[config.mk]
export PLATFORM = sky130hd
export DESIGN_NAME = axi_lite_bram_ctrl_pipe
export DESIGN_NICKNAME = d
export VERILOG_FILES = /design/src/rtl/axi_lite_bram_pkg.sv /design/src/rtl/bram_rsp_fifo.sv /design/src/rtl/axi_lite_bram_ctrl_pipe.sv
export SDC_FILE = /design/constraint.sdc
export NUM_CORES = 1
export LEC_CHECK = 0
export BUFFER_PORTS_ARGS = -buffer_cell sky130_fd_sc_hd__buf_2
export CAP_MARGIN = 20
export CORE_UTILIZATION = 30
export CTS_CLUSTER_SIZE = 20
export DETAILED_ROUTE_END_ITERATION = 6
export GPL_ROUTABILITY_DRIVEN = 1
export PLACE_DENSITY_LB_ADDON = 0.12
export SYNTH_ARGS = -nofsm -noshare
export SYNTH_HDL_FRONTEND = slang
export SYNTH_HIERARCHICAL = 1
export SYNTH_SLANG_ARGS = --single-unit
[constraint.sdc]
create_clock -name clk_i -period 9.24 [get_ports clk_i]
set_input_delay 0.924 -clock clk_i [delete_from_list [all_inputs] [get_ports clk_i]]
set_output_delay 0.924 -clock clk_i [all_outputs]
set_load 0.1 [all_outputs]
[src/rtl/axi_lite_bram_pkg.sv]
// Shared types and helpers for the AXI-lite to BRAM controller.
package axi_lite_bram_pkg;

  typedef logic [1:0] resp_t;

  localparam resp_t RESP_OKAY   = 2'b00;
  localparam resp_t RESP_SLVERR = 2'b10;

  function automatic int unsigned byte_off_width(input int unsigned data_width);
    return $clog2(data_width / 8);
  endfunction

endpackage

[src/rtl/bram_rsp_fifo.sv]
// Read response FIFO; the head entry is presented straight from storage flops.
module bram_rsp_fifo #(
  parameter int unsigned Depth = 4,
  parameter int unsigned Width = 34
) (
  input  logic             clk_i,
  input  logic             rst_i,
  input  logic             push,
  input  logic [Width-1:0] wdata,
  input  logic             pop,
  output logic [Width-1:0] rdata,
  output logic             empty,
  output logic             full
);

  localparam int unsigned PtrW = (Depth > 1) ? $clog2(Depth) : 1;
  localparam int unsigned CntW = $clog2(Depth + 1);

  logic [Width-1:0] mem_q [Depth];
  logic [PtrW-1:0]  wr_ptr_q, rd_ptr_q;
  logic [CntW-1:0]  count_q;
  logic             pop_ok;

  function automatic logic [PtrW-1:0] ptr_inc(input logic [PtrW-1:0] p);
    return (p == PtrW'(Depth - 1)) ? '0 : p + PtrW'(1);
  endfunction

  assign pop_ok = pop && !empty;
  assign empty  = (count_q == '0);
  assign full   = (count_q == CntW'(Depth));
  assign rdata  = mem_q[rd_ptr_q];

  always_ff @(posedge clk_i or posedge rst_i) begin
    if (rst_i) begin
      for (int i = 0; i < int'(Depth); i++) mem_q[i] <= '0;
      wr_ptr_q <= '0;
      rd_ptr_q <= '0;
      count_q  <= '0;
    end else begin
      if (push) begin
        mem_q[wr_ptr_q] <= wdata;
        wr_ptr_q        <= ptr_inc(wr_ptr_q);
      end
      if (pop_ok) rd_ptr_q <= ptr_inc(rd_ptr_q);
      case ({push, pop_ok})
        2'b10:   count_q <= count_q + CntW'(1);
        2'b01:   count_q <= count_q - CntW'(1);
        default: ;
      endcase
    end
  end

  // Credits bound the number of outstanding reads to Depth.
  overflow_a: assert property (@(posedge clk_i) disable iff (rst_i) !(push && full && !pop));

endmodule

[src/rtl/axi_lite_bram_ctrl_pipe.sv]
// AXI-lite slave onto a single-port BRAM with pipelined reads and credit-based
// read response buffering.
module axi_lite_bram_ctrl_pipe
  import axi_lite_bram_pkg::*;
#(
  parameter int unsigned DataWidth     = 64,
  parameter int unsigned AddrWidth     = 64,
  parameter int unsigned BramAddrWidth = 10,
  parameter int unsigned RdLatency     = 1
) (
  input  logic                     clk_i,
  input  logic                     rst_i,
  input  logic [AddrWidth-1:0]     host_awaddr,
  input  logic [2:0]               host_awprot,
  input  logic                     host_awvalid,
  output logic                     host_awready,
  input  logic [DataWidth-1:0]     host_wdata,
  input  logic [DataWidth/8-1:0]   host_wstrb,
  input  logic                     host_wvalid,
  output logic                     host_wready,
  output logic [1:0]               host_bresp,
  output logic                     host_bvalid,
  input  logic                     host_bready,
  input  logic [AddrWidth-1:0]     host_araddr,
  input  logic [2:0]               host_arprot,
  input  logic                     host_arvalid,
  output logic                     host_arready,
  output logic [DataWidth-1:0]     host_rdata,
  output logic [1:0]               host_rresp,
  output logic                     host_rvalid,
  input  logic                     host_rready,
  output logic                     bram_en,
  output logic [DataWidth/8-1:0]   bram_we,
  output logic [BramAddrWidth-1:0] bram_addr,
  output logic [DataWidth-1:0]     bram_wrdata,
  input  logic [DataWidth-1:0]     bram_rddata
);

  localparam int unsigned OffWidth  = byte_off_width(DataWidth);
  localparam int unsigned TopLsb    = OffWidth + BramAddrWidth;
  localparam int unsigned FifoDepth = RdLatency + 2;
  localparam int unsigned CredW     = $clog2(FifoDepth + 1);

  logic                 b_valid_q;
  resp_t                b_resp_q;
  logic [CredW-1:0]     credits_q, credits_d;
  logic                 prio_wr_q;
  logic                 rd_issue_q, rd_err_q;
  logic [RdLatency-1:0] pipe_vld_q, pipe_err_q;

  logic wr_oor, rd_oor, credit_ret, wr_cand, rd_cand, wr_grant, rd_grant;
  logic fifo_empty, fifo_full;
  logic [DataWidth+1:0] fifo_wdata, fifo_rdata;

  assign wr_oor = |(host_awaddr >> TopLsb);
  assign rd_oor = |(host_araddr >> TopLsb);

  assign credit_ret = host_rvalid && host_rready;
  assign wr_cand    = host_awvalid && host_wvalid && (!b_valid_q || host_bready);
  assign rd_cand    = host_arvalid && ((credits_q != '0) || credit_ret);
  assign wr_grant   = wr_cand && (!rd_cand || prio_wr_q);
  assign rd_grant   = rd_cand && (!wr_cand || !prio_wr_q);

  assign host_awready = wr_grant;
  assign host_wready  = wr_grant;
  assign host_arready = rd_grant;
  assign host_bvalid  = b_valid_q;
  assign host_bresp   = b_resp_q;

  always_comb begin
    credits_d = credits_q;
    case ({rd_grant, credit_ret})
      2'b10:   credits_d = credits_q - CredW'(1);
      2'b01:   credits_d = credits_q + CredW'(1);
      default: credits_d = credits_q;
    endcase
  end

  always_ff @(posedge clk_i or posedge rst_i) begin
    if (rst_i) begin
      b_valid_q   <= 1'b0;
      b_resp_q    <= RESP_OKAY;
      credits_q   <= CredW'(FifoDepth);
      prio_wr_q   <= 1'b1;
      bram_en     <= 1'b0;
      bram_we     <= '0;
      bram_addr   <= '0;
      bram_wrdata <= '0;
      rd_issue_q  <= 1'b0;
      rd_err_q    <= 1'b0;
      pipe_vld_q  <= '0;
      pipe_err_q  <= '0;
    end else begin
      credits_q <= credits_d;
      // Only contention moves the arbiter, so the loser of a tie goes first next time.
      if (wr_cand && rd_cand) prio_wr_q <= !prio_wr_q;

      if (wr_grant) begin
        b_valid_q <= 1'b1;
        b_resp_q  <= wr_oor ? RESP_SLVERR : RESP_OKAY;
      end else if (host_bready) begin
        b_valid_q <= 1'b0;
      end

      bram_en <= 1'b0;
      bram_we <= '0;
      if (wr_grant) begin
        bram_en     <= !wr_oor;
        bram_we     <= wr_oor ? '0 : host_wstrb;
        bram_addr   <= host_awaddr[TopLsb-1:OffWidth];
        bram_wrdata <= host_wdata;
      end else if (rd_grant) begin
        bram_en   <= !rd_oor;
        bram_addr <= host_araddr[TopLsb-1:OffWidth];
      end

      rd_issue_q    <= rd_grant;
      rd_err_q      <= rd_grant && rd_oor;
      pipe_vld_q[0] <= rd_issue_q;
      pipe_err_q[0] <= rd_err_q;
      for (int i = 1; i < int'(RdLatency); i++) begin
        pipe_vld_q[i] <= pipe_vld_q[i-1];
        pipe_err_q[i] <= pipe_err_q[i-1];
      end
    end
  end

  assign fifo_wdata = pipe_err_q[RdLatency-1] ? {{DataWidth{1'b0}}, RESP_SLVERR}
                                              : {bram_rddata, RESP_OKAY};

  bram_rsp_fifo #(
    .Depth (FifoDepth),
    .Width (DataWidth + 2)
  ) u_rsp_fifo (
    .clk_i (clk_i),
    .rst_i (rst_i),
    .push  (pipe_vld_q[RdLatency-1]),
    .wdata (fifo_wdata),
    .pop   (credit_ret),
    .rdata (fifo_rdata),
    .empty (fifo_empty),
    .full  (fifo_full)
  );

  assign host_rvalid = !fifo_empty;
  assign host_rdata  = fifo_rdata[DataWidth+1:2];
  assign host_rresp  = fifo_rdata[1:0];

  logic unused_ok;
  assign unused_ok = ^{host_awprot, host_arprot, fifo_full,
                       host_awaddr[OffWidth-1:0], host_araddr[OffWidth-1:0]};

endmodule

=== Word-level counts from Yosys, hierarchy flattened ===
Index checks and enable logic that the tools add are counted.

* Output and inout port bits: 156
* Bits in read-only memories: 0
* Logic and storage cells: 84
* Memory bits (writable): 0
* Memories kept: 0
* Bits in latches: 0
* Register bits after elaboration: 297
* Bits of input ports: 277

* Equal/unequal tests: 6
* Reduce and logical (&&, ||, !) cells: 29
* Add/subtract/negate cells: 6
* Div/mod/pow operators: 0
* Bitwise gates (word level): 2
* Multipliers: 0
* Order comparisons: 3
* Shift-type cells: 0
* Muxes and demuxes: 20

{| class="wikitable"
|+ Operators by type and width
! kind !! number
|-
| $mux W66 || 4
|-
| $bwmux W198 || 1
|-
| $bmux W66 S2 || 1
|-
| $demux W66 S2 || 1
|-
| $reduce_or A51 Y1 || 2
|-
| $mux W10 || 2
|-
| $mux W8 || 2
|-
| $logic_and A1 B1 Y1 || 10
|-
| $reduce_bool A2 Y1 || 5
|-
| $add A2 B1 Y2 const B || 4
|-
| $eq A2 B2 Y1 const B || 4
|-
| $pmux W2 S2 || 2
|-
| $logic_not A1 Y1 || 7
|-
| $ge A3 B3 Y1 const B || 2
|-
| $mux W2 || 3
|-
| $not A2 Y3 || 2
|-
| $eq A2 B1 Y1 const B || 2
|-
| $logic_or A1 B1 Y1 || 4
|-
| $mux W1 || 4
|-
| $sub A2 B1 Y2 const B || 2
|-
| $lt A3 B1 Y1 const B || 1
|-
| $logic_not A2 Y1 || 1
|}

=== Logic depth before layout (Yosys ltp) ===
Gate-level depths: netlist of run 1.

* Word-level depth: 9
* Gate-level depth with buffers: 9
* Depth with buffers taken out: 8

=== Modules after synthesis ===
The synthesis of run 1 kept the hierarchy.

{| class="wikitable"
|+ By module, submodules not included
! module !! instances !! cells an instance !! area each (um2)
|-
| bram_rsp_fifo || 1 || 664 || 9085.0
|-
| axi_lite_bram_ctrl_pipe || 1 || 337 || 4190.3
|}

=== Worst setup path after synthesis of run 1 ===
Ideal clock, no wire load.

* Kind: reg-to-output
* Start point: register u_rsp_fifo.rd_ptr_q[1]
* End point: output host_rdata[37]
* Required time: 8.316 ns
* Cell stages (with the launch flop): 6
* Data arrival time: 3.226 ns
* Setup slack: 5.090 ns
* Buffers on the path: 3
* Cell sequence: dfrtp_1 clkbuf_1 buf_2 buf_2 mux2i_1 o21ai_0

* Word-level cells in the longest chain between the ends: 4

{| class="wikitable"
|+ Ends and longest elaborated chain
! item !! RTL line !! source
|-
| start, declared || bram_rsp_fifo.sv:20 || <nowiki>logic [PtrW-1:0] wr_ptr_q, rd_ptr_q;</nowiki>
|-
| start signal, assigned || bram_rsp_fifo.sv:44 || <nowiki>if (pop_ok) rd_ptr_q <= ptr_inc(rd_ptr_q);</nowiki>
|-
| $not A2 Y3 (not written as such) || bram_rsp_fifo.sv:31 || <nowiki>assign rdata = mem_q[rd_ptr_q];</nowiki>
|-
| $bmux W66 S2 || bram_rsp_fifo.sv:31 ||
|-
| $mux W66 (not written as such) (2 in series) || bram_rsp_fifo.sv:31 ||
|-
| end, declared || axi_lite_bram_ctrl_pipe.sv:28 || <nowiki>output logic [DataWidth-1:0] host_rdata,</nowiki>
|}

No other way between the ends. The select of a mux whose other input is x is not followed.

=== Final worst setup path of run 1 ===
* Start point: register u_rsp_fifo.rd_ptr_q[1]
* End point: output host_rdata[47]

Same word-level chain as after synthesis.

==> run_results.csv, run 1 <==
group,metric,value,unit
yosys,synth-warning-count,6,
timing,setup_violations,0,
timing,timing.final.crit_share,47.3,%
clock_network,cts-root-buf,"clkbuf_16",
timing,fin_skew,0.00986,ns
timing,worstMarginPinSlew,0.941,ns
drt,vias_per_cell,4.65,
floorplanning,row_count,76,
floorplanning,die_x,212,µm
clock_network,clk_pin_slew_worst_paths,0.06,ns
clock_network,cts_setup_buffers,0,
worst_setup_path,cp_max_fo,38,
global_route,antenna_found_initial,9,
drt,vias,9406,
worst_setup_path,cp.required,8.32,ns
timing,finalHoldViolCount,0,
worst_setup_path,cp.arrival,3.44,ns
global_route,grt_usage,17.3,%
yosys,syn_area,0.0133,mm²
finish,mostFrequentLayoutCells,"buf_2, dfrtp_1, mux2_2, nand2_1",
clock_network,hold_buffers,0,
clock_network,cts_resized,0,
yosys,postSynthAreaPerCell,13.3,µm²
clock_network,cts_tree,"yes",
worst_setup_path,r2r-end,"bram_wrdata[9]",
timing,relSlewSlack,37.1,%
worst_setup_path,worstSetupEndpointType,"primary output",
global_route,grt_pass1_vias,9954,
placed_design,dpl_cell_area,0.0159,mm²
drt,drt_pre_antenna_iters,4,
drt,drtAntennaViolNets,0,
drt,drt_iter0_drc,399,
global_route,overflow,0,
global_route,grt_max_degree,140,
timing,finalCriticalPeriod,4.37,ns
clock_network,cts_max_path_buffers,3,
finish,layout-drive-gt1-share,54.2,%
placed_design,io_buffers,419,
worst_setup_path,path_class,"flip-flop to primary output",
global_route,grt_pass1_wl,59500,µm
worst_setup_path,rrSetupSlack,6.21,ns
worst_setup_path,crit_end,"host_rdata[47]",
finish,mostFrequentLayoutCell,"buf_2",
worst_setup_path,r2r_start,"u_rsp_fifo/count_q[0]",
placed_design,place_hpwl,25100,µm
drt,route.detailed.drc,0,
placed_design,place_congestion,0.985,
timing,timing.fmax,229,MHz
run_status,status,"completed",
min_path,hp-class,"input port to asynchronous set/reset pin",
drt,drt-total-wl,38600,µm
clock_network,htree_num_levels,2,
yosys,syn_inst,1000,
clock_network,numCtsBuffers,37,
floorplanning,chipHeight,212,µm
timing,slew_viol_final,0,
timing,rsz0062_at_grt,"false",
finish,design_area,0.0171,mm²
run,max-cap-violations,0,
drt,routedWlPerCell,19.1,µm
floorplanning,core,0.0434,mm²
finish,num-nets-final,1688,
clock_network,clock-sinks,296,
finish,syn2layout_area_growth,29.0,%
floorplanning,die_area,0.0451,mm²
clock_network,clk_latency,0.53,ns
worst_setup_path,crit_start,"u_rsp_fifo/rd_ptr_q[1]",
floorplanning,start_util,30.6,%
timing,tns,0,ns
floorplanning,num_io_pins,433,
worst_setup_path,startpoint_type,"flip-flop",
worst_setup_path,r2r_cells,8,
[per-layer routing]
metal,wire [µm],track usage [%],vias to the layer above
met4,715,5.18,12
met1,16600,22.3,4706
met5,79,0,-
met3,3500,6.79,55
li1,-,-,4346
met2,17700,26.8,287
[worst min-delay path by stage]
stage,to,depth (start not counted)
after CTS,pipe_err_q,0
after detailed placement,pipe_err_q,0
after global placement,pipe_err_q,0
after global routing,u_rsp_fifo/mem_q[52],2
after floorplan,pipe_err_q,0
final,u_rsp_fifo/mem_q[52],2
[registers in the layout, indices dropped and copies added, names as in the netlist]
name,count
u_rsp_fifo/wr_ptr_q,2
bram_addr,10
pipe_vld_q,1
pipe_err_q,1
prio_wr_q,1
bram_we,8
bram_wrdata,64
u_rsp_fifo/count_q,2
host_bresp,1
u_rsp_fifo/rd_ptr_q,2
u_rsp_fifo/mem_q,198
rd_issue_q,1
credits_q,2
bram_en,1
host_bvalid,1
rd_err_q,1
[through the flow]
step | util (%) | hold slack (ns) | std cells | setup WS, ns
2_1_floorplan | - | 0.331 | 1003 | 2.75
3_3_place_gp | 36.7 | 0.334 | 1954 | 5.33
3_5_place_dp | 36.7 | 0.336 | 1954 | 5.33
4_1_cts | 39.4 | 0.350 | 2020 | 4.72
5_1_grt | 39.5 | 0.325 | 2022 | 4.58
6_report | 39.5 | 0.345 | 2024 | 4.87
[critical path, stage by stage, from the launching register on]
cell and delay (ns):
dfrtp_4 0.71, nor2b_4 0.82, buf_4 0.64, nand2_1 0.09, o21ai_0 0.13, buf_2 0.50
[layout make-up]
type	count	area, µm²
Clock buffer	59	1140
Sequential cell	296	7420
Clock inverter	7	38.8
Antenna cell	3	7.51
Inverter	16	68.8
Fill cell	4320	26200
Multi-Input combinational cell	626	5500
Timing Repair Buffer	432	2210
Tap cell	585	732
Power of run 1 is not shown: default switching activity piles up to over one toggle a cycle in this logic, so the estimate is an artifact.
==> inputs of run 2 (changes only) <==
- clock period: 9.24 -> 4.3 ns (I/O delays scaled with it)
==> run 2 against run 1 <==
  * Die area stayed put
  * Cell area rose by 0.23%
  * Clock-buffer cell count is 6 lower
  * Non-clock buffer count is 5 higher
  * Wire length fell by 0.43%
  * Clock skew is 0.0050 ns higher
  * Sequential share of layout area down 0.10 points
  * Critical path depth did not move
  * First-iteration DRC count increased by 15%
  * Via count is 0.75% lower
  * Largest cell class unchanged
  * Highest routed layer unchanged
==> run_results.csv, run 2 (synthesis results as in run 1) <==
group,metric,value,unit
floorplanning,die_area,0.0451,mm²
timing,finalCriticalPeriod,3.30,ns
global_route,grt_pass1_vias,9774,
clock_network,cts-root-buf,"clkbuf_16",
timing,hold_slack,0.110,ns
drt,drt_iter0_drc,458,
floorplanning,row_count,76,
run,max-cap-violations,0,
worst_setup_path,critPathMaxStageDelay,0.67,ns
timing,slew_viol_final,0,
timing,worstMarginPinSlew,1.01,ns
min_path,hold_end,"bram_we[5]",
worst_setup_path,cp_max_fo,30,
worst_setup_path,r2r_start,"u_rsp_fifo/count_q[0]",
floorplanning,num_io_pins,433,
drt,drtAntennaViolNets,0,
drt,vias,9335,
global_route,grt_max_degree,165,
worst_setup_path,cp.arrival,2.87,ns
global_route,overflow,0,
timing,relSlewSlack,32.8,%
placed_design,place_congestion,0.926,
placed_design,io_buffers,419,
finish,reg.largest.list,"u_rsp_fifo/mem_q (198), bram_wrdata (64), bram_addr (10)",
clock_network,htree_num_levels,2,
worst_setup_path,critPathSlowestCell,"nor2b_4",
floorplanning,core,0.0434,mm²
worst_setup_path,startpoint_type,"flip-flop",
finish,regArea,0.00742,mm²
min_path,worstHoldStart,"host_wstrb[5]",
finish,mostFrequentLayoutCell,"buf_2",
timing,rsz0062_at_grt,"false",
drt,vias_per_cell,4.61,
min_path,holdPathStages,3,
worst_setup_path,worstSetupEndpointType,"primary output",
clock_network,cts_max_path_buffers,3,
clock_network,clk_latency,0.54,ns
finish,multiInputGateArea,0.00550,mm²
timing,finalHoldViolCount,0,
global_route,grt_pass1_wl,58600,µm
min_path,hp-class,"input port to flip-flop",
clock_network,cts_tree,"yes",
worst_setup_path,rrSetupSlack,1.57,ns
finish,num-nets-final,1692,
finish,n_fill_cell,4253,
worst_setup_path,cp.required,3.87,ns
floorplanning,die_x,212,µm
timing,timing.final.crit_share,76.8,%
clock_network,numCtsBuffers,36,
finish,diodes,0,
timing,timing.fmax,303,MHz
timing,tns,0,ns
drt,drt-total-wl,38500,µm
worst_setup_path,path_class,"flip-flop to primary output",
drt,route.detailed.drc,0,
global_route,grt_usage,17.1,%
floorplanning,start_util,30.6,%
drt,drt_pre_antenna_iters,4,
finish,mostFrequentLayoutCells,"buf_2, dfrtp_1, mux2_2, nand2_1",
clock_network,clk_pin_slew_worst_paths,0.06,ns
drt,routedWlPerCell,19.0,µm
worst_setup_path,r2r_cells,7,
worst_setup_path,worstPathCellList,"nor2b_4 -> buf_12 -> nand2_1 -> o21ai_0 -> buf_2",
clock_network,clock-sinks,296,
run_status,status,"completed",
finish,syn2layout_area_growth,29.3,%
timing,setup_violations,0,
finish,top_register,"u_rsp_fifo/mem_q",
global_route,antenna_found_initial,7,
finish,largest_register_ffs,198,
clock_network,cts_resized,0,
timing,fin_skew,0.0148,ns
floorplanning,chipHeight,212,µm
placed_design,place_hpwl,25500,µm
worst_setup_path,r2r-end,"bram_wrdata[30]",
finish,layout-drive-gt1-share,54.3,%
-- run 2: cell count changes in the layout (fill, tap and decap cells not counted) --
| cell | change |
|---|---|
| clkinvlp_4 | +2 |
| clkbuf_1 | -1 |
| bufinv_16 | +2 |
| clkbuf_8 | -3 |
| clkbuf_16 | -2 |
| buf_16 | -1 |
| inv_8 | -1 |
| inv_6 | +1 |
| buf_4 | +1 |
| dlygate4sd3_1 | +1 |
| diode_2 | -3 |
| buf_12 | +4 |
-- run 2: what timing repair did --
action / 4_1_cts / 5_1_grt
hold endpoints to repair: 5 / 0
hold buffers: 1 / 0
buffers inserted: 0 / 0
-- run 2: how the worst max path moves through the flow --
| stage | startpoint | endpoint | slack (ns) | cells past startpoint |
|---|---|---|---|---|
| 2_1_floorplan | u_rsp_fifo/rd_ptr_q[1] | host_rdata[37] | 0.64 | 5 |
| 3_3_place_gp | u_rsp_fifo/rd_ptr_q[1] | host_rdata[27] | 1.48 | 5 |
| 3_5_place_dp | u_rsp_fifo/rd_ptr_q[1] | host_rdata[55] | 1.50 | 5 |
| 4_1_cts | u_rsp_fifo/rd_ptr_q[1] | host_rdata[55] | 0.89 | 5 |
| 5_1_grt | u_rsp_fifo/rd_ptr_q[1] | host_rdata[63] | 0.82 | 5 |
| 6_report | u_rsp_fifo/rd_ptr_q[1] | host_rdata[55] | 1.0 | 5 |
-- run 2: cell type report --
class                      count  share of cell area (%)
multi-input combinational    626                    32.0
sequential                   296                    43.2
timing repair buffer         437                    13.3
clock buffer                  53                    6.10
tap                          585                    4.27
inverter                      16                   0.379
clock inverter                11                   0.671
-- run 2: per-stage QoR --
step	cells	setup slack (ns)	util (%)	cell area, µm²
final	2024	0.996	39.6	17200
after global placement	1959	1.48	36.9	16000
after floorplan	1003	0.644	-	13300
after CTS	2024	0.894	39.6	17200
after global routing	2024	0.815	39.6	17200
after detailed placement	1959	1.50	36.9	16000
-- run 2: layer usage --
metal  vias to the layer above  track usage, %  share of wire (%)
met2                       279            26.5                 45
met1                      4649            22.4                 44
met5                         -               0               0.13
li1                       4348               -                  -
met4                         8            4.94                1.7
met3                        51            6.32                8.6
-- run 2: worst max-delay path: cells and delay by family (launching register included) --
family	cells	cell delay, ns
AOI/OAI and AO/OA	1	0.13
buffers and inverters	2	0.80
DFF	1	0.63
and+or+nand+nor	2	0.75
Power of run 2 is left out for the same reason.
